[src/rtl/post_switch.sv]
// post_switch: GMII byte-stream pass-through that, on trigger, injects a burst of
// broadcast RARP frames sourced from mac_address so downstream switches relearn
// which port the station sits behind.
// Optional build macro POST_SWITCH_FCS_EN: append the Ethernet CRC-32 to each
// injected frame (72 clocks of down_dv instead of 68).
module post_switch #(
  parameter int unsigned ARP_REPEAT = 3,
  parameter int unsigned ARP_GAP    = 96,
  parameter int unsigned IFG        = 12
) (
  input  logic        clk,
  input  logic        rst,
  input  logic [47:0] mac_address,
  input  logic        mac_valid,
  input  logic        trigger,
  input  logic [7:0]  up_data,
  input  logic        up_dv,
  input  logic        up_er,
  output logic [7:0]  down_data,
  output logic        down_dv,
  output logic        down_er
);

`ifdef POST_SWITCH_FCS_EN
  localparam int unsigned FrameLen = 72;
`else
  localparam int unsigned FrameLen = 68;
`endif
  localparam int unsigned GapW = $clog2(ARP_GAP + 1);
  localparam int unsigned IfgW = $clog2(IFG + 1);
  localparam logic [GapW-1:0] GapMax   = GapW'(ARP_GAP);
  // The WAIT->INJECT transition clock is itself one more idle output clock.
  localparam logic [GapW-1:0] GapStart = GapW'(ARP_GAP - 1);
  localparam logic [IfgW-1:0] IfgMax   = IfgW'(IFG);
  localparam logic [6:0]      LastPos  = 7'(FrameLen - 1);

  typedef enum logic [1:0] {StPass, StWait, StInject} state_e;

  state_e          state_q, state_d;
  logic [7:0]      pending_q, pending_d;
  logic [6:0]      pos_q, pos_d;
  logic [47:0]     mac_q, mac_d;
  logic [GapW-1:0] gap_q, gap_d;    // consecutive idle clocks on down_dv
  logic [IfgW-1:0] idle_q, idle_d;  // consecutive idle clocks seen on up_dv
  logic [IfgW-1:0] tail_q, tail_d;  // guard window after an injected frame
  logic            up_dv_q, drop_q, drop_now;
  logic            start, frame_end, start_ok;
  logic [7:0]      inj_byte, data_d;
  logic            dv_d, er_d;

  function automatic logic [7:0] mac_byte(input logic [47:0] m, input logic [2:0] idx);
    logic [47:0] s;
    s = m << {idx, 3'b000};
    return s[47:40];
  endfunction

`ifdef POST_SWITCH_FCS_EN
  logic [31:0] crc_q, crc_d;

  function automatic logic [31:0] crc_step(input logic [31:0] c, input logic [7:0] d);
    logic [31:0] r;
    r = c;
    for (int i = 0; i < 8; i++) begin
      r = (r[0] ^ d[i]) ? ((r >> 1) ^ 32'hEDB8_8320) : (r >> 1);
    end
    return r;
  endfunction

  // Running CRC over dst..pad; seeded when a frame starts.
  always_comb begin
    crc_d = crc_q;
    if (start) begin
      crc_d = '1;
    end else if (state_q == StInject && pos_q >= 7'd8 && pos_q < 7'd68) begin
      crc_d = crc_step(crc_q, inj_byte);
    end
  end

  // CRC register.
  always_ff @(posedge clk or negedge rst) begin
    if (!rst) crc_q <= '0;
    else      crc_q <= crc_d;
  end
`endif

  // Injected RARP byte for the current frame position.
  always_comb begin
    inj_byte = 8'h00;
    if (pos_q < 7'd7)                          inj_byte = 8'h55;
    else if (pos_q == 7'd7)                    inj_byte = 8'hD5;
    else if (pos_q < 7'd14)                    inj_byte = 8'hFF;
    else if (pos_q < 7'd20)                    inj_byte = mac_byte(mac_q, 3'(pos_q - 7'd14));
    else if (pos_q == 7'd20)                   inj_byte = 8'h80;
    else if (pos_q == 7'd21)                   inj_byte = 8'h35;
    else if (pos_q == 7'd23)                   inj_byte = 8'h01;
    else if (pos_q == 7'd24)                   inj_byte = 8'h08;
    else if (pos_q == 7'd26)                   inj_byte = 8'h06;
    else if (pos_q == 7'd27)                   inj_byte = 8'h04;
    else if (pos_q == 7'd29)                   inj_byte = 8'h03;
    else if (pos_q >= 7'd30 && pos_q < 7'd36)  inj_byte = mac_byte(mac_q, 3'(pos_q - 7'd30));
    else if (pos_q >= 7'd40 && pos_q < 7'd46)  inj_byte = mac_byte(mac_q, 3'(pos_q - 7'd40));
`ifdef POST_SWITCH_FCS_EN
    else if (pos_q >= 7'd68) begin
      unique case (pos_q[1:0])
        2'd0:    inj_byte = ~crc_q[7:0];
        2'd1:    inj_byte = ~crc_q[15:8];
        2'd2:    inj_byte = ~crc_q[23:16];
        default: inj_byte = ~crc_q[31:24];
      endcase
    end
`endif
  end

  assign start_ok = mac_valid && !up_dv && (idle_q >= IfgMax) && (gap_q >= GapStart);

  // A frame rising during injection or its trailing IFG guard is dropped whole.
  assign drop_now = up_dv && (drop_q || (state_q == StInject) ||
                              (!up_dv_q && (tail_q != '0)));

  // Next-state: FSM, pending count, counters and registered outputs.
  always_comb begin
    state_d   = state_q;
    pos_d     = pos_q;
    mac_d     = mac_q;
    start     = 1'b0;
    frame_end = 1'b0;
    tail_d    = (tail_q != '0) ? tail_q - IfgW'(1) : '0;

    unique case (state_q)
      StPass: if (pending_q != '0) state_d = StWait;
      StWait: begin
        if (pending_q == '0) begin
          state_d = StPass;
        end else if (start_ok) begin
          state_d = StInject;
          pos_d   = '0;
          mac_d   = mac_address;
          start   = 1'b1;
        end
      end
      StInject: begin
        pos_d = pos_q + 7'd1;
        if (pos_q == LastPos) begin
          frame_end = 1'b1;
          pos_d     = '0;
          tail_d    = IfgMax;
        end
      end
      default: state_d = StPass;
    endcase

    if (!mac_valid)     pending_d = '0;
    else if (trigger)   pending_d = 8'(ARP_REPEAT);
    else if (frame_end) pending_d = pending_q - 8'd1;
    else                pending_d = pending_q;

    if (frame_end) state_d = (pending_d != '0) ? StWait : StPass;

    if (state_q == StInject) begin
      data_d = inj_byte;
      dv_d   = 1'b1;
      er_d   = 1'b0;
    end else if (drop_now) begin
      data_d = '0;
      dv_d   = 1'b0;
      er_d   = 1'b0;
    end else begin
      data_d = up_data;
      dv_d   = up_dv;
      er_d   = up_er;
    end

    gap_d  = dv_d  ? '0 : ((gap_q == GapMax)  ? gap_q  : gap_q + GapW'(1));
    idle_d = up_dv ? '0 : ((idle_q == IfgMax) ? idle_q : idle_q + IfgW'(1));
  end

  // State and output registers.
  always_ff @(posedge clk or negedge rst) begin
    if (!rst) begin
      state_q   <= StPass;
      pending_q <= '0;
      pos_q     <= '0;
      mac_q     <= '0;
      gap_q     <= '0;
      idle_q    <= '0;
      tail_q    <= '0;
      up_dv_q   <= 1'b0;
      drop_q    <= 1'b0;
      down_data <= '0;
      down_dv   <= 1'b0;
      down_er   <= 1'b0;
    end else begin
      state_q   <= state_d;
      pending_q <= pending_d;
      pos_q     <= pos_d;
      mac_q     <= mac_d;
      gap_q     <= gap_d;
      idle_q    <= idle_d;
      tail_q    <= tail_d;
      up_dv_q   <= up_dv;
      drop_q    <= drop_now;
      down_data <= data_d;
      down_dv   <= dv_d;
      down_er   <= er_d;
    end
  end

endmodule

[config.mk]
export PLATFORM = sky130hd
export DESIGN_NAME = post_switch
export DESIGN_NICKNAME = d
export VERILOG_FILES = /design/src/rtl/post_switch.sv
export SDC_FILE = /design/constraint.sdc
export NUM_CORES = 1
export LEC_CHECK = 0
export ABC_CLOCK_PERIOD_IN_PS = 2500
export CORE_MARGIN = 2
export CORE_UTILIZATION = 50
export CTS_CLUSTER_SIZE = 40
export DETAILED_ROUTE_END_ITERATION = 8
export PLACE_DENSITY_LB_ADDON = 0.15
export SYNTH_ARGS = -nofsm -noshare
export SYNTH_HDL_FRONTEND = slang
export SYNTH_SLANG_ARGS = --single-unit
[constraint.sdc]
create_clock -name clk -period 2.5 [get_ports clk]
set_input_delay 0.25 -clock clk [delete_from_list [all_inputs] [get_ports clk]]
set_output_delay 0.25 -clock clk [all_outputs]
set_load 0.005 [all_outputs]
==> results.sh, run 1 <==
export IMPL_wl_per_cell_microns=17.4
export IMPL_arrival_ns=2.54
export IMPL_final_cell_mix="dfrtp_1, clkdlybuf4s50_1, mux2_2"
export IMPL_met1_usage_pct=30.1
export IMPL_fmax_mhz=439
export IMPL_final_area_sq_um=6310
export IMPL_io_pins=72
export IMPL_synth_area_leaders="dfrtp_1, mux2_2, mux4_2, ha_1, nor2_1"
export IMPL_placed_cell_area_sq_um=6110
export IMPL_met3_usage_pct=4.41
export IMPL_layout_commonest_cell="dfrtp_1"
export IMPL_switching_share_pct=22.2
export IMPL_wl_microns=11800
export IMPL_p_leak_nw=2.74
export IMPL_totalPowerFinal_w=0.00265
export IMPL_clk_latency_ns=0.37
export IMPL_grt_max_degree=57
export IMPL_ir_drop_v=0.000276
export IMPL_start_util_pct=51.0
export IMPL_period_share_pct=91.2
export IMPL_num_rows=37
export IMPL_p_sw_w=0.000588
export IMPL_clkSinkCount=92
export IMPL_drc=0
export IMPL_end_kind="flop"
export IMPL_start_kind="flop"
export IMPL_drive_gt1_share_pct=21.6
export IMPL_antenna_left=0
export IMPL_power_density_nw_per_um2=420
export IMPL_drtPass1Iterations=4
export IMPL_tightest_slew_ns=0.610
export IMPL_yosysSeqAreaShare_pct=44.1
export IMPL_syn_avg_cell_area_sq_um=11.3
export IMPL_synth_area_sq_um=5220
export IMPL_cpPeakStageDelay_ns=0.62
export IMPL_power_share_clock_pct=36.8
export IMPL_synth_edf_count=0
export IMPL_syn_to_final_growth_pct=20.8
export IMPL_route_vias_total=3946
export IMPL_path_class="reg -> reg"
export IMPL_setup_viol=0
export IMPL_cts_buffer_depth=2
export IMPL_syn_num_nets=537
export IMPL_post_place_ws_ns=0.223
export IMPL_synth_cells=464
export IMPL_cts_made_buffers=9
export IMPL_coreArea_sq_um=10200
export IMPL_cts_resized=0
export IMPL_netlist_area_leader_share_pct=44.1
export IMPL_dp_hpwl_microns=8700
export IMPL_busiest_layer="met2"
export IMPL_n_antenna_cell=0
export IMPL_tns_ns=0
export IMPL_p_seq_share_pct=56.8
export IMPL_intPower_w=0.00206
export IMPL_yosys_area_top_type="dfrtp_1"
export IMPL_slew_limit_headroom_pct=59.3
export IMPL_fin_skew_ns=0.0105
export IMPL_synth_seq_cells=92
export IMPL_critPathSlowestCell="dfrtp_1"
export IMPL_dieHeight_microns=106
export IMPL_die_x_microns=106
export IMPL_ys_flop_type="dfrtp_1"
export IMPL_grt_remaining_overflow=0
export IMPL_drv_slew=0
export IMPL_routed_via_density=5.82
export IMPL_cts_root_buf="clkbuf_8"
export IMPL_path_cells="ha_1 -> and4bb_2 -> nand4_1 -> xnor2_1 -> a41oi_1 -> o41a_1"
export IMPL_cp_max_fo=10
export IMPL_hold_slack_ns=0.432
export IMPL_portBuffers=71
export IMPL_antenna_found_initial=0
export IMPL_min_path_type="in -> async"
export IMPL_cts_tree="done"
export IMPL_finalNetCount=610
export IMPL_grt_util_met2_pct=34.9
export IMPL_setup_ws_ns=0.221
export IMPL_path_clk_slew_ns=0.09
export IMPL_grt_usage_pct=22.0
export IMPL_final_hold_violation_count=0
export IMPL_ys_types=63
export IMPL_drtIter0Drc=232
export IMPL_cts_setup_buffers=0
export IMPL_htree_levels=3
export IMPL_postSynth_asyncResetShare_pct=100
export IMPL_status="complete, no violations"
export IMPL_yosysWarningCount=0
export IMPL_place_gp_congestion=0.943
export IMPL_cap_violations=0
export IMPL_min_period_ns=2.28
export IMPL_grt_pass1_vias=3882
export IMPL_die_area_sq_um=11300
export IMPL_p_comb_share_pct=6.4
export IMPL_required_ns=2.76
export IMPL_rsz0062_at_grt="false"
export IMPL_grt_pass1_wl_microns=19300
export IMPL_holdBufCountCts=1
per-layer routing:
layer  up-vias  routed length [microns]
met1      1944                     5520
met3        17                      512
met5         -                        0
li1       1881                        -
met4         0                      208
met2       104                     5560
power by group through the flow:
stage | sequential, W | combinational, W | clock [W]
finish | 0.00150 | 0.000169 | 0.000974
floorplan | 0.00153 | 0.0000298 | 0
detailed placement | 0.00153 | 0.000171 | 0
global placement | 0.00153 | 0.000168 | 0
CTS | 0.00150 | 0.000174 | 0.00100
global route | 0.00150 | 0.000188 | 0.00106
kinds of logic (layout without fill, tap and decap cells):
group | after synthesis | in the layout | synth area share [%]
AO/OA/AOI/OAI | 94 | 94 | 13.1
XOR/XNOR | 14 | 14 | 2.35
adder cells (fa/ha/maj) | 11 | 11 | 2.64
buffers and inverters | 42 | 120 | 4.19
flip-flops | 92 | 92 | 44.1
multiplexers | 77 | 77 | 20.0
AND/OR/NAND/NOR | 134 | 134 | 13.6
cell type report:
| cell class | count | area (sq um) |
|---|---|---|
| Clock inverter | 4 | 50.0 |
| Inverter | 12 | 45.0 |
| Sequential cell | 92 | 2300 |
| Tap cell | 136 | 170 |
| Fill cell | 842 | 3920 |
| Multi-Input combinational cell | 330 | 2700 |
| Timing Repair Buffer | 92 | 906 |
| Clock buffer | 12 | 135 |
path summary, 6_finish.rpt:
| kind | endpoint | cells after the start | startpoint | slack, ns |
|---|---|---|---|---|
| hold / removal | gap_q[2]$_DFFE_PN0P_ | 2 | rst | 0.43 |
| setup / recovery | state_q[0]$_DFFE_PN0P_ | 6 | pos_q[0]$_DFFE_PN0P_ | 0.22 |
| hold reg to reg | mac_q[15]$_DFFE_PN0P_ | 1 | mac_q[15]$_DFFE_PN0P_ | 0.51 |
| max in group asynchronous | mac_q[11]$_DFFE_PN0P_ | 3 | rst | 1.42 |
| min in group clk | down_er$_DFF_PN0_ | 2 | up_er | 0.45 |
| setup reg to reg | state_q[0]$_DFFE_PN0P_ | 6 | pos_q[0]$_DFFE_PN0P_ | 0.22 |
state kept, by name, indices dropped and copies added (netlist names):
register / flops
mac_q: 48
down_data: 8
pending_q: 8
gap_q: 7
pos_q: 7
idle_q: 4
tail_q: 4
state_q: 2
down_dv: 1
down_er: 1
drop_q: 1
up_dv_q: 1
through the flow:
stage	util [%]	instances
after floorplan	-	464
after global placement	59.7	661
after detailed placement	59.7	661
after CTS	61.6	678
after global routing	61.6	678
final	61.6	678
Yosys cell counts, types with 3 or more instances:
master / count
nand3_1: 14
a22oi_1: 12
dfrtp_1: 92
a21o_1: 4
nor2_1: 36
clkbuf_1: 5
nand4_1: 6
a41oi_1: 3
ha_1: 11
and2_1: 6
mux2_2: 59
nand4b_1: 3
a22o_1: 4
buf_1: 4
nor3_1: 10
o31ai_1: 5
nand2_1: 26
nand2b_1: 6
buf_2: 9
inv_1: 12
o21ai_0: 12
xor2_1: 6
mux4_2: 16
xnor2_1: 8
and4_1: 3
a31oi_1: 5
nor2b_1: 5
a21oi_1: 16
o22ai_1: 7
buf_4: 9
nor4_1: 7
worst max-delay path, delay by kind of cell (launching register included):
kind                       cells  cell delay (ns)
DFF                            1             0.62
and+or+nand+nor                2             0.53
AOI/OAI and AO/OA              2             0.47
adders and majority gates      1             0.33
xor gates and xnor gates       1             0.22
(Power assumes the default switching activity.)
==> run 2, diff against run 1 <==
--- a/config.mk
+++ b/config.mk
@@ -8,7 +8,6 @@
 export ABC_CLOCK_PERIOD_IN_PS = 2500
 export CORE_MARGIN = 2
 export CORE_UTILIZATION = 50
-export CTS_CLUSTER_SIZE = 40
 export DETAILED_ROUTE_END_ITERATION = 8
 export PLACE_DENSITY_LB_ADDON = 0.15
 export SYNTH_ARGS = -nofsm -noshare
==> constraint.sdc (replaced) <==
create_clock -name clk -period 2.5 [get_ports clk]
set_input_delay 0.25 -clock clk [delete_from_list [all_inputs] [get_ports clk]]
set_output_delay 0.25 -clock clk [all_outputs]
set_load 0.05 [all_outputs]
==> results of run 2 <==
Final layout, timing and power as in run 1 (identical DEF).
==> run 3, diff against run 2 <==
--- a/config.mk
+++ b/config.mk
@@ -7,9 +7,10 @@
 export LEC_CHECK = 0
 export ABC_CLOCK_PERIOD_IN_PS = 2500
 export CORE_MARGIN = 2
-export CORE_UTILIZATION = 50
+export CORE_UTILIZATION = 42
 export DETAILED_ROUTE_END_ITERATION = 8
 export PLACE_DENSITY_LB_ADDON = 0.15
+export SLEW_MARGIN = 30
 export SYNTH_ARGS = -nofsm -noshare
 export SYNTH_HDL_FRONTEND = slang
 export SYNTH_SLANG_ARGS = --single-unit
==> results.sh, run 3 (synthesized netlist as in run 1, its figures left out) <==
export IMPL_path_clk_slew_ns=0.06
export IMPL_busiest_layer="met2"
export IMPL_grt_pass1_wl_microns=19500
export IMPL_grt_util_met2_pct=29.2
export IMPL_multi_input_comb_area_sq_um=2700
export IMPL_syn_to_final_growth_pct=24.1
export IMPL_setup_viol=0
export IMPL_fin_skew_ns=0.0102
export IMPL_rsz0062_at_grt="false"
export IMPL_r2r_end="down_data[4]$_DFF_PN0_"
export IMPL_routed_via_density=5.58
export IMPL_drive_gt1_share_pct=22.2
export IMPL_dieHeight_microns=115
export IMPL_layout_cells_non_filler=712
export IMPL_wl_microns=11900
export IMPL_r2r_start="pos_q[1]$_DFFE_PN0P_"
export IMPL_io_pins=72
export IMPL_cp_max_fo=9
export IMPL_largest_reg_flops=48
export IMPL_met1_usage_pct=25.9
export IMPL_seq_area_sq_um=2300
export IMPL_cts_root_buf="clkbuf_16"
export IMPL_antenna_left=0
export IMPL_cts_tree="done"
export IMPL_antenna_found_initial=0
export IMPL_num_rows=40
export IMPL_power_density_nw_per_um2=466
export IMPL_htree_levels=3
export IMPL_top_regs="mac_q: 48 flops, down_data: 8 flops, pending_q: 8 flops"
export IMPL_cap_violations=0
export IMPL_slew_limit_headroom_pct=55.9
export IMPL_die_area_sq_um=13300
export IMPL_cts_setup_buffers=0
export IMPL_tns_ns=0
export IMPL_grt_usage_pct=19.0
export IMPL_end_kind="flop"
export IMPL_status="complete, no violations"
export IMPL_p_leak_nw=2.81
export IMPL_path_class="reg -> reg"
export IMPL_arrival_ns=2.51
export IMPL_top_register="mac_q"
export IMPL_n_antenna_cell=0
export IMPL_cts_made_buffers=9
export IMPL_tightest_slew_ns=0.661
export IMPL_fmax_mhz=438
export IMPL_die_x_microns=115
export IMPL_drtIter0Drc=276
export IMPL_required_ns=2.73
export IMPL_coreArea_sq_um=12100
export IMPL_place_gp_congestion=0.883
export IMPL_drv_slew=0
export IMPL_clkSinkCount=92
export IMPL_wl_per_cell_microns=16.7
export IMPL_grt_pass1_vias=3880
export IMPL_drtPass1Iterations=5
export IMPL_final_cell_mix="dfrtp_1, clkdlybuf4s50_1, mux2_2"
export IMPL_grt_max_degree=57
export IMPL_dp_hpwl_microns=8980
export IMPL_clk_latency_ns=0.35
export IMPL_drc=0
export IMPL_route_vias_total=3970
export IMPL_start_kind="flop"
export IMPL_ir_drop_v=0.000304
export IMPL_placed_cells=696
export IMPL_rr_worst_depth=8
export IMPL_min_path_type="in -> async"
export IMPL_grt_remaining_overflow=0
export IMPL_finalNetCount=613
export IMPL_start_util_pct=43.3
export IMPL_ff2ff_setup_slack_ns=0.22
export IMPL_period_share_pct=91.3
export IMPL_min_period_ns=2.28
export IMPL_cts_buffer_depth=2
export IMPL_final_hold_violation_count=0
export IMPL_met3_usage_pct=3.40
export IMPL_layout_commonest_cell="dfrtp_1"
export IMPL_nFillCells=1056
export IMPL_portBuffers=71
run 3: cell types whose count changed in the layout (fill, tap and decap cells not counted), sizes merged:
| cell | previous run | this run |
|---|---|---|
| buf | 21 | 24 |
| clkbuf | 12 | 11 |
run 3: critical path, stage by stage, from the launching register on:
cell and delay (ns):
dfrtp_1 0.47, inv_1 0.12, ha_1 0.36, buf_4 0.18
mux4_2 0.30, a22oi_1 0.29, o221ai_1 0.18, a21oi_1 0.21
nor2_1 0.07
run 3: worst max path at each step:
| stage | to | from | slack, ns | cells after the start |
|---|---|---|---|---|
| 2_1_floorplan | down_data[5]$_DFF_PN0_ | pos_q[1]$_DFFE_PN0P_ | 0.12 | 9 |
| 3_3_place_gp | down_data[1]$_DFF_PN0_ | pos_q[0]$_DFFE_PN0P_ | 0.27 | 6 |
| 3_5_place_dp | state_q[0]$_DFFE_PN0P_ | pos_q[0]$_DFFE_PN0P_ | 0.24 | 6 |
| 4_1_cts | state_q[0]$_DFFE_PN0P_ | pos_q[0]$_DFFE_PN0P_ | 0.23 | 6 |
| 5_1_grt | state_q[0]$_DFFE_PN0P_ | pos_q[0]$_DFFE_PN0P_ | 0.07 | 6 |
| 6_report | down_data[4]$_DFF_PN0_ | pos_q[1]$_DFFE_PN0P_ | 0.22 | 8 |
run 3: per-layer routing:
metal  part of all wire, %  vias up
met3                   4.7       21
li1                      -     1882
met1                    48     1948
met4                   2.6        0
met5                     0        -
met2                    45      119
run 3: what timing repair did:
item / in CTS / in global routing
hold endpoints to repair: 20 / 0
hold buffers: 1 / 0
resized for setup: 0 / 0
run 3: power by group:
group          switching, W  leakage [nW]  total (W)  internal [W]
clock              0.000549         0.138    0.00134      0.000794
sequential       0.00000823          1.26    0.00150       0.00150
combinational     0.0000685          1.41   0.000173      0.000104
total              0.000626          2.81    0.00302       0.00240
run 3: metrics by stage:
step	util (%)	power (W)	hold slack, ns	area [sq um]	setup WS, ns
finish	53.7	0.00302	0.325	6480	0.219
global route	53.7	0.00314	0.370	6480	0.0709
CTS	53.7	0.00306	0.327	6480	0.226
detailed placement	51.2	0.00171	0.165	6170	0.239
global placement	51.2	0.00170	0.169	6170	0.266
floorplan	-	0.00156	-0.0456	5220	0.123
run 3: final cells by class:
cell class / instances / share of cell area (%)
multi-input combinational: 330 / 41.7
sequential: 92 / 35.5
timing repair buffer: 95 / 14.3
clock buffer: 11 / 3.75
tap: 168 / 3.25
clock inverter: 4 / 0.773
inverter: 12 / 0.695
